## src/rtl/matmul_sequencer.sv

```systemverilog
`default_nettype none
// ============================================================================
// Module      : matmul_sequencer
// Description : Control sequencer for an external 2x2 matrix-multiply
//               datapath. Accepts eight 8-bit operands on a valid/ready
//               stream (A00,A01,A10,A11,B00,B01,B10,B11) and writes them
//               into the datapath. It then lets the multiply settle and
//               reads the four 17-bit results back out on a second
//               valid/ready stream (C00,C01,C10,C11).
// Revision    : 1.0 - initial release
// ----------------------------------------------------------------------------
// Parameters
//   SETTLE_CYCLES : execute-high cycles allowed before the first result read
//                   (legal range 1..15, held in a 4-bit counter)
// Ports
//   wb_clk_i      in   1   clock, all state changes on its rising edge
//   wb_rst_i      in   1   synchronous active-high reset
//   abort         in   1   synchronous request to discard the current job
//   in_valid      in   1   operand stream valid
//   in_data       in   8   operand value
//   in_ready      out  1   operand stream ready (LOAD only)
//   out_valid     out  1   result stream valid (PRESENT only)
//   out_data      out 17   result value
//   out_last      out  1   marks C11, the final result of a job
//   out_ready     in   1   result stream ready
//   busy          out  1   a job is past the operand-load phase
//   done          out  1   one-cycle pulse after the final result handshake
//   mm_reset_n    out  1   datapath clear, active low
//   mm_execute    out  1   datapath multiply enable (operand writes when 0)
//   mm_sel_in     out  3   datapath operand write index
//   mm_input_val  out  8   datapath operand write value
//   mm_sel_out    out  2   datapath result read index
//   mm_result     in  17   datapath result for mm_sel_out
// ============================================================================
module matmul_sequencer #(
  parameter int SETTLE_CYCLES = 2
) (
  input  logic        wb_clk_i,
  input  logic        wb_rst_i,
  input  logic        abort,
  // operand stream
  input  logic        in_valid,
  input  logic [7:0]  in_data,
  output logic        in_ready,
  // result stream
  output logic        out_valid,
  output logic [16:0] out_data,
  output logic        out_last,
  input  logic        out_ready,
  // status
  output logic        busy,
  output logic        done,
  // datapath control
  output logic        mm_reset_n,
  output logic        mm_execute,
  output logic [2:0]  mm_sel_in,
  output logic [7:0]  mm_input_val,
  output logic [1:0]  mm_sel_out,
  input  logic [16:0] mm_result
);

  // --------------------------------------------------------------------------
  // Constants
  // --------------------------------------------------------------------------
  localparam logic [3:0] C_SETTLE_LAST = 4'(SETTLE_CYCLES - 1);
  localparam logic [2:0] C_IN_LAST     = 3'd7;
  localparam logic [1:0] C_OUT_LAST    = 2'd3;

  // --------------------------------------------------------------------------
  // State encoding
  // --------------------------------------------------------------------------
  typedef enum logic [2:0] {
    S_CLEAR   = 3'd0,  // datapath held in reset for one cycle
    S_LOAD    = 3'd1,  // accepting operands
    S_COMMIT  = 3'd2,  // execute still low so operand 7 lands
    S_SETTLE  = 3'd3,  // execute high, waiting for the multiply
    S_FETCH   = 3'd4,  // mm_sel_out stable, result captured at the edge
    S_PRESENT = 3'd5   // result offered on the output stream
  } state_t;

  state_t      r_state;
  state_t      w_state_nxt;

  logic [2:0]  r_in_idx;
  logic [1:0]  r_out_idx;
  logic [3:0]  r_settle_cnt;
  logic [2:0]  r_sel_in;
  logic [7:0]  r_input_val;
  logic [1:0]  r_sel_out;
  logic [16:0] r_out_data;
  logic        r_done;

  logic        w_run;
  logic        w_in_hs;
  logic        w_out_hs;
  logic        w_settle_end;

  // Combinational outputs are forced to their idle values while reset is
  // asserted so the block looks quiescent from the very first reset cycle,
  // not only after the first reset edge.
  assign w_run = ~wb_rst_i;

  // Abort wins over any handshake presented in the same cycle, so the
  // handshakes themselves are qualified with ~abort.
  assign w_in_hs      = (r_state == S_LOAD) && in_valid && ~abort && w_run;
  assign w_out_hs     = (r_state == S_PRESENT) && out_ready && ~abort && w_run;
  assign w_settle_end = (r_settle_cnt == C_SETTLE_LAST);

  // --------------------------------------------------------------------------
  // Next-state logic
  // --------------------------------------------------------------------------
  always_comb begin
    w_state_nxt = r_state;
    case (r_state)
      S_CLEAR: begin
        w_state_nxt = S_LOAD;
      end
      S_LOAD: begin
        if (w_in_hs && (r_in_idx == C_IN_LAST)) begin
          w_state_nxt = S_COMMIT;
        end
      end
      S_COMMIT: begin
        w_state_nxt = S_SETTLE;
      end
      S_SETTLE: begin
        if (w_settle_end) begin
          w_state_nxt = S_FETCH;
        end
      end
      S_FETCH: begin
        w_state_nxt = S_PRESENT;
      end
      S_PRESENT: begin
        if (w_out_hs) begin
          w_state_nxt = (r_out_idx == C_OUT_LAST) ? S_CLEAR : S_FETCH;
        end
      end
      default: begin
        w_state_nxt = S_CLEAR;
      end
    endcase

    if (abort) begin
      w_state_nxt = S_CLEAR;
    end
  end

  // --------------------------------------------------------------------------
  // Sequential state
  // --------------------------------------------------------------------------
  always_ff @(posedge wb_clk_i) begin
    if (wb_rst_i) begin
      r_state      <= S_CLEAR;
      r_in_idx     <= 3'd0;
      r_out_idx    <= 2'd0;
      r_settle_cnt <= 4'd0;
      r_sel_in     <= 3'd0;
      r_input_val  <= 8'd0;
      r_sel_out    <= 2'd0;
      r_out_data   <= 17'd0;
      r_done       <= 1'b0;
    end else begin
      r_state <= w_state_nxt;
      r_done  <= 1'b0;

      if (abort) begin
        // Operand/result registers toward the datapath are left alone; the
        // CLEAR cycle wipes the datapath and the counters restart at zero.
        r_in_idx     <= 3'd0;
        r_out_idx    <= 2'd0;
        r_settle_cnt <= 4'd0;
        r_sel_out    <= 2'd0;
      end else begin
        // Operand capture. The 3-bit index wraps to 0 after operand 7.
        if (w_in_hs) begin
          r_sel_in    <= r_in_idx;
          r_input_val <= in_data;
          r_in_idx    <= r_in_idx + 3'd1;
        end

        if (r_state == S_SETTLE) begin
          r_settle_cnt <= w_settle_end ? 4'd0 : (r_settle_cnt + 4'd1);
        end

        // mm_sel_out has been stable for the whole FETCH cycle here.
        if (r_state == S_FETCH) begin
          r_out_data <= mm_result;
        end

        // Result index and read select advance together; both wrap to 0
        // after C11 so the next job starts reading at C00.
        if (w_out_hs) begin
          r_out_idx <= r_out_idx + 2'd1;
          r_sel_out <= r_out_idx + 2'd1;
          r_done    <= (r_out_idx == C_OUT_LAST);
        end
      end
    end
  end

  // --------------------------------------------------------------------------
  // Outputs
  // --------------------------------------------------------------------------
  assign in_ready     = w_run && (r_state == S_LOAD);
  assign out_valid    = w_run && (r_state == S_PRESENT);
  assign out_last     = w_run && (r_state == S_PRESENT) && (r_out_idx == C_OUT_LAST);
  assign out_data     = r_out_data;
  assign busy         = w_run && (r_state != S_CLEAR) && (r_state != S_LOAD);
  assign done         = w_run && r_done;

  assign mm_reset_n   = w_run && (r_state != S_CLEAR);
  assign mm_execute   = w_run && ((r_state == S_SETTLE) ||
                                  (r_state == S_FETCH)  ||
                                  (r_state == S_PRESENT));
  assign mm_sel_in    = r_sel_in;
  assign mm_input_val = r_input_val;
  assign mm_sel_out   = r_sel_out;

endmodule
`default_nettype wire

```

## config.mk

```make
export PLATFORM = sky130hd
export DESIGN_NAME = matmul_sequencer
export DESIGN_NICKNAME = d
export VERILOG_FILES = /design/src/rtl/matmul_sequencer.sv
export SDC_FILE = /design/constraint.sdc
export NUM_CORES = 1
export LEC_CHECK = 0
export CAP_MARGIN = 30
export CORE_MARGIN = 5
export CORE_UTILIZATION = 46
export CTS_CLUSTER_DIAMETER = 60
export DETAILED_ROUTE_END_ITERATION = 10
export GPL_TIMING_DRIVEN = 1
export PLACE_DENSITY = 0.84
export SLEW_MARGIN = 10
export SYNTH_ARGS = -nofsm -noshare
export SYNTH_HDL_FRONTEND = slang
export SYNTH_SLANG_ARGS = --single-unit
```

## constraint.sdc

```tcl
create_clock -name wb_clk_i -period 3.85 [get_ports wb_clk_i]
set_input_delay 0.385 -clock wb_clk_i [delete_from_list [all_inputs] [get_ports wb_clk_i]]
set_output_delay 0.385 -clock wb_clk_i [all_outputs]
set_load 0.02 [all_outputs]
```

==> results.txt <==
The flow ran to the end, and the final reports show no timing, DRC or antenna violations. For the pin with the worst max-slew slack, the measured transition is 0.8338 ns. In this run, synthesis inferred 0 flip-flops with an integrated enable. The final number of hold-violating endpoints is 0. The fraction of the cycle the final worst path needs came out at between 70% and 80%. The post-synthesis area per instance is 8.086 um^2. Max-cap violations in this run came to 0. The required time of the worst setup path came out at approximately 3.5 ns. In this run the cell area measured after placement is about 2400 um^2. The largest driver fanout on the critical path is 16. The largest net degree at the start of global routing came out at 38. In this run the worst hold path is classified as flip-flop to flip-flop. The first-iteration detailed-routing DRC count came out at 143.

The number of global-route vias before repair is 1,583. The final wirelength came out at roughly 4200 um. Summed over all instances, the cell type with the most area after synthesis is dfxtp_1.

Clock-pin slew was measured on the worst setup and hold paths at 0.07 ns. In this run the horizontal extent of the chip is approximately 71 um. Summed over all nets, the half-perimeter wirelength after detailed placement is between 3000 and 4000 um. Setup repair after global routing left no endpoint under its margin. From synthesis to final layout, the design area changed by 45.40%. For this run, the register share of the synthesized area comes to 47.88%. The main combinational cell family by area after synthesis is simple AND/OR/NAND/NOR gates. Counting flops and latches in the post-synthesis netlist gives slightly above 40. The count of mapped cells out of synthesis is roughly 210. The initial utilization of the core area, before any placement, comes to a little under half.

The number of placed instances with taps included came out at about 310. The number of antenna repair diodes came out at 0. The die covers about 5000 um^2.

The worst-case headroom to the max-slew limit came out at between 40 and 50%. After synthesis, the cell types taking the most area are dfxtp_1 48%, a21oi_1 11%, nand2_1 8.3%. Summing the areas of all compound-gate instances in the mapped netlist gives 17.88% of the synthesized area. The clock root buffer is clkbuf_8. At the end of routability-driven placement, the weighted congestion stood at approximately 0.76. The post-synthesis cell area is approximately 1700 um^2.

The maximum clock rate is roughly 340 MHz. The post-route netlist has a little over 5% of its cells at a drive strength greater than 1. The maximum clock skew at final layout is between 0.003 and 0.004 ns. The average wire per cell in the routed design came out at ~13 um. The number of warnings printed during yosys synthesis is 0.

The total negative setup slack is 0 ns. The count of placed standard cells in the final layout, fillers left out came out at roughly 320. The clock tree from TritonCTS is yes.

In the post-synthesis netlist, the cell with the most instances is dfxtp_1. The worst vdd rail ir drop is between 0.2 and 0.25 mV. Post-CTS repair changed the size of 0 cells. The total grt overflow is 0. Summing internal, switching and leakage power gives about 840 uW.

The clock tree synthesis step divided the H-tree into 2 levels. The total of buffers placed on input and output ports came out at 66. The first TritonRoute pass finished after 4 iterations. The die is just over 70 um tall. The final max-slew violation count is 0. Counting instances in the post-synthesis netlist gives the leading cell types as 41 x dfxtp_1, 38 x nand2_1, 37 x a21oi_1. Counting flops with an async set or reset pin after synthesis yields a share of 0%. The post-layout minimum cycle time is roughly 2.9 ns. The cell area after layout came out at approximately 2500 um^2.

The least setup slack across all paths after layout came out at 0.9450 ns. The I/O pin total is between 60 and 70. The number of CTS-inserted buffers came out at 5. The detail route stage leaves a number of antenna-violating nets equal to 0.

The synthesized netlist net count came out at between 200 and 250. The areal power density over the cells is 337.9 nW/um^2. The maximum buffer depth of the clock tree came out at 2. Once the clock tree was built, the setup fixing pass inserted 0 buffers.

In this run the static leakage power is about 0.00083 uW. The aggregate global-route resource usage came out at between 10% and 20%. The area of the core came out at between 3000 and 4000 um^2. Counting every sink on the clock net gives 41.

For the worst setup path, the data arrival time is approximately 2.5 ns. Hold repair after CTS inserted 0 buffers. Summing the areas of all and, or, nand and nor instances in the mapped netlist gives about a quarter of the synthesized area.

Summing over every cut layer, the via total after detailed routing is 1,664. The cell row count came out at 22. The startpoint-to-endpoint class of the critical path is flip-flop to output pin. The kind of launch point of the worst setup path is a flip-flop. The first-pass GRT wire length is 6941 um.

The post-placement worst setup slack is between 0.9 and 1 ns. The portion of netlist area occupied by mux cells is less than 1%. The final-report setup violation count came out at 0.

For this run, the leading register cell type out of synthesis is dfxtp_1. The remaining design rule violation count came out at 0. The detailed-route vias per instance came out at approximately 5.2. The capturing element type of the critical path is an output pin. The initial antenna violation count is 0.

The number of library cell types mapped by synthesis is 33. The clock latency at the later pin of the worst-skew pair came out at about 0.29 ns. The fraction of post-synthesis cell area in the top cell type by area came out at 47.88%. The adder-cell share of the synthesized area came out at 2.190%. The parity-gate share of the synthesized area counting xor and xnor cells is under 10%. The final-stage net count came out at 303.
## cell usage in the layout (no fill, tap or decap), types with 2 or more instances in the layout
master,synthesis,layout
ha_1,3,3
or2_2,2,2
nor2_1,9,9
buf_4,1,2
nand3_1,13,13
inv_1,4,4
or4b_1,2,2
or3_1,5,5
nor2b_1,2,2
clkdlybuf4s50_1,0,66
nor3_1,2,2
a21oi_1,37,37
dfxtp_1,41,41
nand2b_1,5,5
clkbuf_8,0,6
o21ai_0,16,16
nor4b_1,2,2
nand2_1,38,38
## per-layer routing
metal  up-vias  wire length (um)  GRT usage [%]
li1        842                 -              -
met1       763              1879          18.92
met2        53              1994          29.76
met3         6               249          5.824
met4         0                75          7.307
met5         -                 0              0
## path summary, 6_finish.rpt
path | startpoint | end | slack [ns] | cells after the start
max | r_state[0]$_SDFFE_PP0P_ | in_ready | 0.95 | 3
min | out_data[4]$_SDFFE_PP0P_ | out_data[4]$_SDFFE_PP0P_ | 0.45 | 2
max reg2reg | r_state[0]$_SDFFE_PP0P_ | mm_sel_in[2]$_SDFFE_PP0P_ | 1.91 | 4
min reg2reg | out_data[4]$_SDFFE_PP0P_ | out_data[4]$_SDFFE_PP0P_ | 0.45 | 2
## kinds of logic (layout without fill, tap and decap cells)
logic type	after synthesis	in the layout
compound gates	58	58
xor+xnor	2	2
fa+ha+maj	3	3
buf+inv	22	81
flops	41	41
mux	1	1
simple gates	85	85
## cell type report
type | instances | area, um^2
fill | 315 | 1141
sequential | 41 | 820.8
multi-input combinational | 149 | 800.8
timing repair buffer | 68 | 675.6
clock buffer | 7 | 86.33
tap | 48 | 60.06
clock inverter | 1 | 30.03
inverter | 5 | 18.77
## report_power, final
| group | internal (uW) | total (uW) | switching [uW] |
|---|---|---|---|
| clock network | 211 | 349 | 138 |
| registers | 426 | 429 | 3.43 |
| logic | 36.2 | 63.8 | 27.6 |
| total | 673 | 842 | 169 |
## flip-flops by register name (all words and copies together), names as in the netlist
name          flops
mm_input_val      8
mm_sel_in         3
mm_sel_out        2
out_data         17
r_done            1
r_in_idx          3
r_settle_cnt      4
r_state           3
## through the flow
stage	hold slack [ns]	util (%)
final	0.4545	68.60
after global routing	0.4699	68.60
after CTS	0.4565	68.60
after detailed placement	0.4465	65.39
after global placement	0.4420	65.39
after floorplan	0.4569	-
## worst max-delay path, cell delays in order (launching register included)
cell and delay [ns]:
dfxtp_1 0.54, or4b_1 0.73, inv_2 0.30, clkdlybuf4s50_1 0.66
Power figures use the tool's default switching activity.
